<file path="src/rtl/dlf_gain_sched.sv">
// Digital loop filter gain scheduler: watches PFD balance per window and steps Kp from acquisition to tracking gain.
// Optional linear Kp ramp through a SETTLE state is enabled with macro DLF_GAIN_RAMP_EN.
module dlf_gain_sched #(
  parameter int WIN_LOG2  = 5,
  parameter int TOL       = 4,
  parameter int LOCK_WINS = 4,
  parameter int KP_STEP   = 4
) (
  input  logic       clk,
  input  logic       rst_n,
  input  logic       in,
  input  logic       enable,
  input  logic [7:0] kp_acq,
  input  logic [7:0] kp_trk,
  output logic [7:0] kp,
  output logic       locked,
  output logic [1:0] state,
  output logic       win_end
);

  localparam int WIN_LEN = 1 << WIN_LOG2;
  localparam int HALF    = WIN_LEN / 2;
  localparam int GW      = $clog2(LOCK_WINS + 1);

  typedef enum logic [1:0] {
    IDLE   = 2'd0,
    ACQ    = 2'd1,
    SETTLE = 2'd2,
    TRACK  = 2'd3
  } st_t;

  st_t                 st_q, st_d;
  logic [WIN_LOG2-1:0] wcnt_q, wcnt_d;
  logic [WIN_LOG2:0]   ones_q, ones_d, ones_tot;
  logic [GW-1:0]       good_q, good_d, good_inc;
  logic                miss_q, miss_d;
  logic [7:0]          kp_q, kp_d;
  logic                locked_q, locked_d;
  logic [7:0]          kpa_q, kpa_d;
  logic [7:0]          kpt_q, kpt_d;
  logic                bal;

  // Window is balanced when the ones count sits within TOL of half the window length.
  function automatic logic is_balanced(input logic [WIN_LOG2:0] n);
    logic signed [WIN_LOG2+1:0] d;
    d = $signed({1'b0, n}) - $signed((WIN_LOG2+2)'(HALF));
    if (d < 0) d = -d;
    return d <= $signed((WIN_LOG2+2)'(TOL));
  endfunction

`ifdef DLF_GAIN_RAMP_EN
  // Step Kp down by KP_STEP, saturating at the tracking gain (never underflows).
  function automatic logic [7:0] kp_ramp(input logic [7:0] cur, input logic [7:0] trk);
    if (cur > trk && (cur - trk) > 8'(KP_STEP)) return cur - 8'(KP_STEP);
    return trk;
  endfunction
`endif

  assign win_end  = (st_q != IDLE) && (&wcnt_q);
  assign ones_tot = ones_q + (WIN_LOG2+1)'(in);
  assign good_inc = good_q + 1'b1;
  assign bal      = is_balanced(ones_tot);

  always_comb begin
    st_d     = st_q;
    wcnt_d   = wcnt_q + 1'b1;
    ones_d   = win_end ? '0 : ones_tot;
    good_d   = good_q;
    miss_d   = miss_q;
    kp_d     = kp_q;
    locked_d = locked_q;
    kpa_d    = kpa_q;
    kpt_d    = kpt_q;

    if (!enable || st_q == IDLE) begin
      wcnt_d   = '0;
      ones_d   = '0;
      good_d   = '0;
      miss_d   = 1'b0;
      locked_d = 1'b0;
      if (st_q == IDLE) kp_d = kp_acq;
      if (!enable) begin
        st_d = IDLE;
      end else begin
        st_d  = ACQ;
        kpa_d = kp_acq;
        kpt_d = kp_trk;
      end
    end else if (win_end) begin
      case (st_q)
        ACQ: begin
          if (!bal) begin
            good_d = '0;
          end else if (good_inc == GW'(LOCK_WINS)) begin
            good_d = '0;
`ifdef DLF_GAIN_RAMP_EN
            st_d = SETTLE;
`else
            st_d     = TRACK;
            kp_d     = kpt_q;
            locked_d = 1'b1;
`endif
          end else begin
            good_d = good_inc;
          end
        end
        SETTLE: begin
`ifdef DLF_GAIN_RAMP_EN
          if (bal) begin
            kp_d = kp_ramp(kp_q, kpt_q);
            if (kp_d == kpt_q) begin
              st_d     = TRACK;
              locked_d = 1'b1;
            end
          end else begin
            st_d   = ACQ;
            kp_d   = kpa_q;
            good_d = '0;
          end
`else
          st_d = ACQ;
`endif
        end
        TRACK: begin
          if (bal) begin
            miss_d = 1'b0;
          end else if (miss_q) begin
            st_d     = ACQ;
            kp_d     = kpa_q;
            locked_d = 1'b0;
            miss_d   = 1'b0;
            good_d   = '0;
          end else begin
            miss_d = 1'b1;
          end
        end
        default: st_d = IDLE;
      endcase
    end
  end

  always_ff @(posedge clk) begin
    if (!rst_n) begin
      st_q     <= IDLE;
      wcnt_q   <= '0;
      ones_q   <= '0;
      good_q   <= '0;
      miss_q   <= 1'b0;
      kp_q     <= 8'h00;
      locked_q <= 1'b0;
      kpa_q    <= 8'h00;
      kpt_q    <= 8'h00;
    end else begin
      st_q     <= st_d;
      wcnt_q   <= wcnt_d;
      ones_q   <= ones_d;
      good_q   <= good_d;
      miss_q   <= miss_d;
      kp_q     <= kp_d;
      locked_q <= locked_d;
      kpa_q    <= kpa_d;
      kpt_q    <= kpt_d;
    end
  end

  assign kp     = kp_q;
  assign locked = locked_q;
  assign state  = st_q;

endmodule

</file>
<file path="config.mk">
export PLATFORM = sky130hd
export DESIGN_NAME = dlf_gain_sched
export DESIGN_NICKNAME = d
export VERILOG_FILES = /design/src/rtl/dlf_gain_sched.sv
export SDC_FILE = /design/constraint.sdc
export NUM_CORES = 1
export LEC_CHECK = 0
export CORE_ASPECT_RATIO = 0.9
export CORE_MARGIN = 1
export CORE_UTILIZATION = 45
export DETAILED_ROUTE_END_ITERATION = 10
export PLACE_DENSITY_LB_ADDON = 0.25
export SETUP_SLACK_MARGIN = 0.02
export SLEW_MARGIN = 20
export SYNTH_ARGS = -nofsm -noshare
export SYNTH_HDL_FRONTEND = slang
export SYNTH_SLANG_ARGS = --single-unit
</file>
<file path="constraint.sdc">
create_clock -name clk -period 6.8 [get_ports clk]
set_input_delay 1.36 -clock clk [delete_from_list [all_inputs] [get_ports clk]]
set_output_delay 1.36 -clock clk [all_outputs]
set_load 0.005 [all_outputs]
</file>
# After elaboration in Yosys (flattened, before gate mapping)
# Cells that the tools add are included.
# word_totals
ff_bits	42
latch_bits	0
ramBits	0
mem_bits_ro	0
memories	0
# classes
n_addsub	5
n_mul	0
div_mod_pow	0
order_cmp	2
n_eq_ne	13
shifts	0
mux	29
n_bitwise	1
reduce_logical	17
# ops
operator	n
$mux W8	7
$pmux W8 S2	1
$mux W2	6
$mux W3	4
$ne A3 B3 Y1 const B	4
$ne A2 B2 Y1 const B	5
$reduce_and A5 Y1	2
$le A7 B4 Y1 const B	1
$lt A7 B1 Y1 const B	1
$mux W1	7
$mux W7	1
$neg A7 Y7	1
$reduce_and A7 Y1	1
$sub A6 B5 Y7 const B	1
$add A6 B1 Y6	1
$pmux W2 S3	1
$pmux W3 S2	1
$reduce_and A6 Y1	1
$reduce_bool A2 Y1	3
$add A5 B1 Y5 const B	1
$eq A2 B2 Y1 const B	2
$reduce_and A2 Y1	2
$reduce_and A4 Y1	1
$add A3 B1 Y3 const B	1
11 further kinds	11

# Longest topological paths before layout
# Gate-level depths: netlist of run 1.
# logic_depth
word_depth	9
mapped_depth	13

# Least setup slack after synthesis of run 1
# Ideal clock, no wire load.
# synth_timing
path_type	input -> register
from	in in
to	reg kp_q[0] (netlist: kp[0])
setup_ps	72
t_arrival_ps	3700
slack_ps	3029
cell_stages	13
cell_sequence	ha_1 > ha_1 > nand3_1 > xor2_1 > inv_1 > ha_1 > nand2_1 > or3_1 > o31a_1 > o2bb2ai_2 > or2_1 > buf_6 > mux2i_1
# synth_via
elab_chain_cells	7
# synth_lines
item	line	source
from (decl)	11	input logic in,
$add A6 B1 Y6 (*)	60	assign ones_tot = ones_q + (WIN_LOG2+1)'(in);
via ones_tot[4]	34	logic [WIN_LOG2:0] ones_q, ones_d, ones_tot;
$sub A6 B5 Y7 (*)	46	d = $signed({1'b0, n}) - $signed((WIN_LOG2+2)'(HALF));
$neg A7 Y7 / $lt A7 B1 Y1 (equally long branches)	47	if (d < 0) d = -d;
$mux W7 (*)	47	
$le A7 B4 Y1 (*)	48	return d <= $signed((WIN_LOG2+2)'(TOL));
$ne A3 B3 Y1 (no line)	n/a	
$reduce_and A7 Y1 (no line) (*)	n/a	
to (signal assigned)	159	kp_q <= kp_d;
to (decl)	37	logic [7:0] kp_q, kp_d;
# Mark *: on every way through the listed nets, which the timed path passes. The rest lies on a longest branch.
# A chain may end at the register's enable or synchronous reset.

# Final worst setup path of run 1
# layout_timing
from	in in
to	reg kp_q[3] (netlist: kp[3])
# The elaborated chain is that of the path after synthesis.

==> run metrics, run 1 <==
run status=complete, no violations; max_cap viols=0; placeable core region=4490 um2; cells on worst reg2reg path=12; Via Count=1,747; CTS tree=done; cell family with most CP delay=simple AND/OR/NAND/NOR gates; P_sw=116 uW; sequential area share after synthesis=39.5%; f_max=0.231 GHz; vias in the first global route=1,560; critical path depth=13; final wirelength=4.34 mm; WL per Instance=12.9 um; Root Buffer=clkbuf_8; unrepaired setup endpoints after global routing=false; share of the synthesized area in the top cell type=39.5%; period utilization=63.6%; CTS Hold Bufs=0; Area contributors post-synth=dfxtp_1 (40%), nand2_1 (9.9%), a22o_1 (6.2%); Worst-Margin Slew=1.05 ns; CP required=7.04 ns; post-synth net total=279; cell internal pwr=355 uW; Mapped Area=2130 um2; CTS buffer count=5; max incr delay on CP=0.41 ns; area of the multi-input gates=1180 um2; CP most frequent cell=ha_1; antenna violations before repair=0; Tmin final=4.32 ns; TritonRoute pass-1 iters=4; Worst Hold Class=register to register; IO buf count=31; DR vias/cell=5.21; Sw Ratio=24.7%; Sink Count=42; post-route setup TNS=0 ns; num rows=23; crit-path max FO=8; P per Cell Area=187 nW/um2; fin nets=301; die outline area=5010 um2; Layout area overhead=18.3%; Core Util, Final=56.0%; Tot GR Track Use=19.4%; largest net degree at the start of global routing=34; dpl cells=328; EDFF count, synth=0; number of distinct library cells after synthesis=39; Max clock buf depth=2; asr flop ratio synth=0%; post-CTS resize count=0; DRT iter0 DRCs=89; peak supply drop=84.5 uV; die width=74.5 um; Buf/Inv on CP=2; Syn Inst Count=251; Seq. cell area=841 um2; I/O pin total=32; DRC errors left=0; total gr overflow=0; Antenna Violating Nets Remaining=0; Initial Util=47.4%; CP max-delay cell=clkdlybuf4s50_1; Post-CTS Setup Inserts=0; Antenna diodes=0; Reg power frac=55.7%; combinational cell fraction of total power=11.5%; register clock-pin slew on the reported worst setup and hold paths=0.08 ns; worst setup path class=primary input to register; WP data arrival=4.56 ns; fin. max-slew vios=0; top_reg_cell synth=dfxtp_1; syn_area_per_cell=8.47 um2; Slew HR=29.5%; #FFs+latches synth=42; FILL cells=438; cells along the critical path=clkdlybuf4s50_1 > ha_1 > ha_1 > nand3_1 > xor2_1 > inv_1 > ha_1 > nand2_1 > or3_1 > o31a_1 > o2bb2ai_2 > or2_1 > mux2i_1; H-Tree Depth=2; WHS=0.457 ns; dpl hpwl=2.90 mm; clock network fraction of total power=32.9%; Final Hold Viols=0; area leader, netlist=dfxtp_1; Non-Filler Instances=335; Worst setup EP type=register; Startpoint Class=primary input; Clk Latency, worst-skew pair=0.30 ns; Yosys Warn Count=0; Final Skew=0.00766 ns; die height=67.2 um; Setup violations, final=0; share of cells above drive strength 1=6.59%; first-pass GRT wire length=7.23 mm; WHS Path Cells=2; Pleak=0.000974 uW; routability cong.=0.807
==> cells in the final DEF, fill, tap and decap left out, drive strengths merged <==
cell | Yosys | final
o311ai | 1 | 1
nor2 | 18 | 18
nand3 | 7 | 7
or2 | 2 | 2
nand4 | 3 | 3
o21ai | 7 | 7
xnor2 | 4 | 4
clkbuf | 11 | 5
o21a | 2 | 2
nand3b | 1 | 1
o31a | 1 | 1
a21oi | 7 | 7
a221oi | 1 | 1
nor4 | 1 | 1
inv | 7 | 7
a211oi | 1 | 1
nor3 | 2 | 2
nor2b | 3 | 3
and3 | 1 | 1
clkdlybuf4s50 | 0 | 31
or3 | 3 | 3
ha | 8 | 8
xor2 | 4 | 4
a31o | 1 | 1
nand2 | 56 | 56
clkinv | 0 | 2
and2 | 2 | 2
mux2 | 7 | 7
dfxtp | 42 | 42
nor4bb | 1 | 1
o2bb2ai | 1 | 1
a22o | 15 | 15
a31oi | 1 | 1
a21boi | 16 | 16
mux2i | 7 | 7
a32oi | 2 | 2
==> per-stage QoR <==
stage	setup slack, ns	power (uW)	instance area, um2
6_report	2.48	471	2520
2_1_floorplan	3.03	297	2130
3_5_place_dp	2.19	322	2440
5_1_grt	2.24	495	2520
3_3_place_gp	2.36	321	2440
4_1_cts	2.51	474	2520
==> cell usage after synthesis, drive strengths merged (2+ instances only) <==
cell type and n:
a32oi 2, buf 5, a22o 15, nand4 3, nor2 18, mux2 7, mux2i 7, dfxtp 42
and2 2, a21oi 7, nand2 56, a21boi 16, o21ai 7, clkbuf 11, xnor2 4, nor3 2
nand3 7, inv 7, or2 2, nor2b 3, o21a 2, or3 3, ha 8, xor2 4
==> worst min-delay path: cells and delay by family (launching register included) <==
family	cells	cell delay, ns
mux	1	0.05
flops	1	0.31
simple gates	1	0.05
==> layout make-up <==
type / count / area share [%]
well taps: 62 / 3.08
clock buffers: 5 / 2.73
multi-input cells: 186 / 47.0
clock inverters: 2 / 0.398
flip-flops and latches: 42 / 33.4
repair buffers: 31 / 12.3
inverters: 7 / 1.04
==> kinds of logic (layout without fill, tap and decap cells) <==
family / count (synthesis) / after routing / synth area share, %
AND/OR/NAND/NOR: 100 / 100 / 20.4
AO/OA/AOI/OAI: 56 / 56 / 20.2
flip-flops: 42 / 42 / 39.5
buffers and inverters: 23 / 45 / 4.88
multiplexers: 14 / 14 / 7.00
adder cells (fa/ha/maj): 8 / 8 / 4.71
XOR/XNOR: 8 / 8 / 3.29
==> flip-flops by register name (all words and copies together) (netlist names) <==
name and cells:
kpt_q 8, wcnt_q 5, kp 8, state 2, ones_q 6, locked 1
kpa_q 8, good_q 3, miss_q 1
==> routing by layer <==
metal  share of wire, %  GRT usage, %
met1                 51          26.6
met3                3.2          5.82
met4                1.5          8.02
met2                 44          28.0
met5                  0             0
==> worst paths after layout <==
path | from | endpoint | slack [ns]
worst max-delay path | in | kp[3] | 2.48
worst min register to register | kp[2] | kp[2] | 0.46
worst max register to register | ones_q[0] | kp[3] | 3.67
worst min-delay path | kp[2] | kp[2] | 0.46
==> power by group through the flow <==
stage          Clock [uW]  Combinational (uW)  Sequential [uW]
2_1_floorplan           0                31.4              265
3_3_place_gp            0                53.1              268
3_5_place_dp            0                53.9              268
4_1_cts               158                54.1              262
5_1_grt               172                60.1              263
6_report              155                53.9              262
Note: power is estimated with default switching activity, not from simulation.
==> run 2, diff against run 1 <==
==> constraint.sdc (replaced) <==
create_clock -name clk -period 4.5 [get_ports clk]
set_input_delay 0.9 -clock clk [delete_from_list [all_inputs] [get_ports clk]]
set_output_delay 0.9 -clock clk [all_outputs]
set_load 0.005 [all_outputs]
==> run 2 against run 1 <==
  * Wire length shrank 1.3%
  * Register-to-register slack got worse by 2.3 ns
  * Sequential share of layout area decreased by 0.46 points
  * Final cell count rose by 1.2%
  * Clock power increased by 61%
  * Sequential power grew 50%
  * Flip-flop and latch count is the same
  * Combinational power grew 58%
  * Critical path depth unchanged
  * Core utilization increased by 0.78 points
  * Hold slack better by 0.00071 ns
  * Count of clock-buffer cells in the layout grew 2
  * Critical path type unchanged
==> run metrics, run 2 (synthesis gave the netlist of run 1 again) <==
Antenna diodes=0; routability cong.=0.807; dpl cells=331; Worst-Margin Slew=0.598 ns; CTS Hold Bufs=0; dpl hpwl=2.94 mm; WP data arrival=4.06 ns; fin. max-slew vios=0; I/O pin total=32; P per Cell Area=285 nW/um2; CTS buffer count=5; Tot GR Track Use=19.1%; crit-path max FO=8; Clk Latency, worst-skew pair=0.29 ns; vias in the first global route=1,630; Max clock buf depth=2; fin nets=304; die height=67.2 um; Seq. cell area=841 um2; period utilization=85.5%; Setup violations, final=0; combinational cell fraction of total power=11.7%; first-pass GRT wire length=7.22 mm; Pleak=0.000994 uW; Root Buffer=clkbuf_8; num rows=23; register clock-pin slew on the reported worst setup and hold paths=0.08 ns; Non-Filler Instances=339; post-route cell area=2550 um2; f_max=0.260 GHz; unrepaired setup endpoints after global routing=false; total gr overflow=0; die outline area=5010 um2; final worst slack=0.653 ns; CTS tree=done; DR vias/cell=5.15; Initial Util=47.4%; max_cap viols=0; Slew HR=60.0%; clock network fraction of total power=34.3%; peak supply drop=164 uV; Tot Pwr=728 uW; largest net degree at the start of global routing=34; run status=complete, no violations; Final Skew=0.00193 ns; most common cell after layout, fill and taps aside=nand2_1; Via Count=1,746; Post-CTS Setup Inserts=0; post-route setup TNS=0 ns; commonest non-fill, non-tap cells in the layout=nand2_1 (56), dfxtp_1 (42), clkdlybuf4s50_1 (31), nor2_1 (18), a21boi_0 (16); TritonRoute pass-1 iters=4; Sink Count=42; hold path startpoint=kp[5]; antenna violations before repair=0; IO buf count=31; CP required=4.71 ns; Worst setup startpoint=in; DRC errors left=0; Sw Ratio=23.6%; Worst setup EP type=register; FILL cells=459; H-Tree Depth=2; worst setup path class=primary input to register; Final Hold Viols=0; DRT iter0 DRCs=92; Layout area overhead=19.9%; Reg power frac=54.1%; Post-Place Setup Slack=0.393 ns; Worst Hold Class=register to register; worst r2r src=ones_q[0]; placeable core region=4490 um2; final wirelength=4.28 mm; area post-placement=2460 um2; post-CTS resize count=0; share of cells above drive strength 1=7.58%; area of the multi-input gates=1180 um2; Startpoint Class=primary input; Antenna Violating Nets Remaining=0; die width=74.5 um; Tmin final=3.85 ns; P_sw=172 uW; WL per Instance=12.6 um; cell internal pwr=556 uW
[run 2: layout make-up]
cell class                      instances  share of cell area [%]
Multi-Input combinational cell        186                    46.3
Sequential cell                        42                    33.0
Timing Repair Buffer                   34                    13.0
Clock buffer                            7                    3.38
Tap cell                               62                    3.04
Inverter                                7                    1.03
Clock inverter                          1                   0.196
[run 2: worst paths after layout]
| path | slack [ns] | cells after the start | to |
|---|---|---|---|
| min | 0.46 | 2 | kp[5] |
| max reg2reg | 1.39 | 12 | kp[1] |
| max | 0.65 | 13 | kp[1] |
| min reg2reg | 0.46 | 2 | kp[5] |
[run 2: layer usage]
layer	share of wire (%)	up-vias	wire, um	global-route usage [%]
met5	0	-	0	0
met1	51	793	2190	25.2
met3	2.7	8	114	3.43
li1	-	914	-	-
met2	44	31	1900	30.0
met4	1.8	0	76	9.43
[run 2: power by group through the flow]
stage	combinational (uW)	clock (uW)	sequential [uW]
6_report	85.1	249	393
5_1_grt	95.5	268	395
4_1_cts	85.5	256	393
3_5_place_dp	85.0	0	402
3_3_place_gp	83.7	0	402
2_1_floorplan	47.4	0	401
[run 2: through the flow]
step                      hold slack [ns]  util, %
after floorplan                     0.418        -
after CTS                           0.462     56.8
final                               0.457     56.8
after global routing                0.478     56.8
after global placement              0.431     54.8
after detailed placement            0.447     54.8
[run 2: critical path, stage by stage]
cell and delay (ns):
clkdlybuf4s50_1 0.41, ha_1 0.22, ha_1 0.21, nand3_1 0.10, xor2_1 0.34, inv_1 0.09, ha_1 0.34, nand2_1 0.06
or3_1 0.33, o31a_1 0.29, o2bb2ai_2 0.12, or2_1 0.39, mux2i_1 0.26
==> run 3, diff against run 2 <==
--- a/config.mk
+++ b/config.mk
@@ -7,7 +7,7 @@
 export LEC_CHECK = 0
 export CORE_ASPECT_RATIO = 0.9
 export CORE_MARGIN = 1
-export CORE_UTILIZATION = 45
+export CORE_UTILIZATION = 25
 export DETAILED_ROUTE_END_ITERATION = 10
 export PLACE_DENSITY_LB_ADDON = 0.25
 export SETUP_SLACK_MARGIN = 0.02
==> run 3 against run 2 <==
  * Sequential power hardly changed
  * Maximum frequency is 1.7% higher
  * Count of clock-buffer cells in the layout is 1 lower
  * Power is 16% higher
  * Non-clock buffer count stayed put
  * Register-to-register slack better by 0.06 ns
  * Sequential share of layout area is 1.2 points lower
  * Combinational power is 2% higher
  * Wire length is 14% higher
  * Critical path type unchanged
  * Largest cell class unchanged
==> run metrics, run 3 (synthesis gave the netlist of run 1 again) <==
Tot Pwr=846 uW; CTS Hold Bufs=0; die height=89.5 um; die outline area=8880 um2; CP max-delay cell=clkdlybuf4s50_1; WL per Instance=13.0 um; DR vias/cell=4.70; Initial Util=26.1%; FF-to-FF setup slack=1.45 ns; post-route setup TNS=0 ns; Final Hold Viols=0; worst r2r src=ones_q[0]; max_cap viols=0; cell family with most CP delay=simple AND/OR/NAND/NOR gates; CTS tree=done; CP most frequent cell=ha_1; Setup violations, final=0; crit-path max FO=8; max incr delay on CP=0.40 ns; Pleak=0.00102 uW; unrepaired setup endpoints after global routing=false; commonest non-fill, non-tap cells in the layout=nand2_1 (56), dfxtp_1 (42), clkdlybuf4s50_1 (31), nor2_1 (18), a21boi_0 (16); Layout area overhead=24.5%; H-Tree Depth=2; CP required=4.73 ns; dpl cells=368; Antenna Violating Nets Remaining=0; I/O pin total=32; Worst setup EP type=register; Max clock buf depth=2; cells on worst reg2reg path=12; worst setup path class=primary input to register; Clk Latency, worst-skew pair=0.29 ns; first-pass GRT wire length=7.85 mm; register clock-pin slew on the reported worst setup and hold paths=0.08 ns; period utilization=84.1%; WHS Path Cells=1; most common cell after layout, fill and taps aside=nand2_1; vias in the first global route=1,594; Buf/Inv on CP=2; run status=complete, no violations; Non-Filler Instances=376; placeable core region=8150 um2; Worst-Margin Slew=0.633 ns; TritonRoute pass-1 iters=4; WP data arrival=4.01 ns; antenna violations before repair=0; Via Count=1,767; P per Cell Area=320 nW/um2; Post-Place Setup Slack=0.411 ns; Tmin final=3.78 ns; Worst Hold Class=register to register; RR Endpoint=kp[4]; hold path startpoint=wcnt_q[0]; total gr overflow=0; cells along the critical path=clkdlybuf4s50_1 > ha_1 > ha_1 > nand3_1 > xor2_1 > inv_1 > ha_1 > nand2_1 > or3_1 > o31a_1 > o2bb2ai_2 > or2_1 > mux2i_1; fin nets=304; fin. max-slew vios=0; DRC errors left=0; IO buf count=31; peak supply drop=117 uV; num rows=31; Slew HR=57.8%; dpl hpwl=3.36 mm; final wirelength=4.89 mm; Startpoint Class=primary input; Worst setup startpoint=in; largest net degree at the start of global routing=34; die width=99.2 um; DRT iter0 DRCs=113; Tot GR Track Use=11.4%; CTS buffer count=5; Sink Count=42; post-CTS resize count=0; Post-CTS Setup Inserts=0; Final Skew=0.00438 ns; Root Buffer=clkbuf_8; share of cells above drive strength 1=7.94%; hold endpoint=wcnt_q[0]; routability cong.=0.815; Antenna diodes=0; final worst slack=0.718 ns; f_max=0.264 GHz
==> run 3: cell type report <==
type                       count  area, um2
sequential                    42        841
fill                         873       5500
tap                           99        124
clock inverter                 2       60.1
inverter                       7       26.3
clock buffer                   6       82.6
timing repair buffer          34        333
multi-input combinational    186       1180
==> run 3: how the worst max path moves through the flow <==
stage	end	slack, ns	cells past startpoint
2_1_floorplan	kp[0]	1.19	13
6_report	kp[4]	0.72	13
4_1_cts	kp[4]	0.72	13
5_1_grt	kp[4]	0.53	13
3_3_place_gp	kp[3]	0.49	13
3_5_place_dp	kp[4]	0.41	13
==> run 3: where the power goes <==
group / leakage [uW] / internal (uW) / total [uW] / switching, uW
sequential: 0.000343 / 386 / 393 / 7.80
combinational: 0.000602 / 46.9 / 86.6 / 39.7
clock: 0.0000714 / 237 / 366 / 130
total: 0.00102 / 669 / 846 / 177
==> run 3: worst register-to-register path: cells and delay by family (launching register included) <==
family / cells / cell delay (ns)
AND/OR/NAND/NOR: 4 / 0.85
adder cells (fa/ha/maj): 3 / 0.73
AO/OA/AOI/OAI: 2 / 0.42
XOR/XNOR: 1 / 0.35
flip-flops: 1 / 0.31
multiplexers: 1 / 0.23
buffers and inverters: 1 / 0.09
==> run 3: metrics by stage <==
stage	cell area, um2	utilization (%)	hold WS [ns]
detailed placement	2510	30.8	0.444
CTS	2650	32.5	0.461
finish	2650	32.5	0.455
floorplan	2130	-	0.418
global placement	2510	30.8	0.434
global route	2650	32.5	0.486
==> run 3: layer usage <==
metal,global-route usage [%],wire (um)
met1,15.2,2530
met2,17.5,2110
met3,2.81,198
met4,4.81,43
met5,0,0
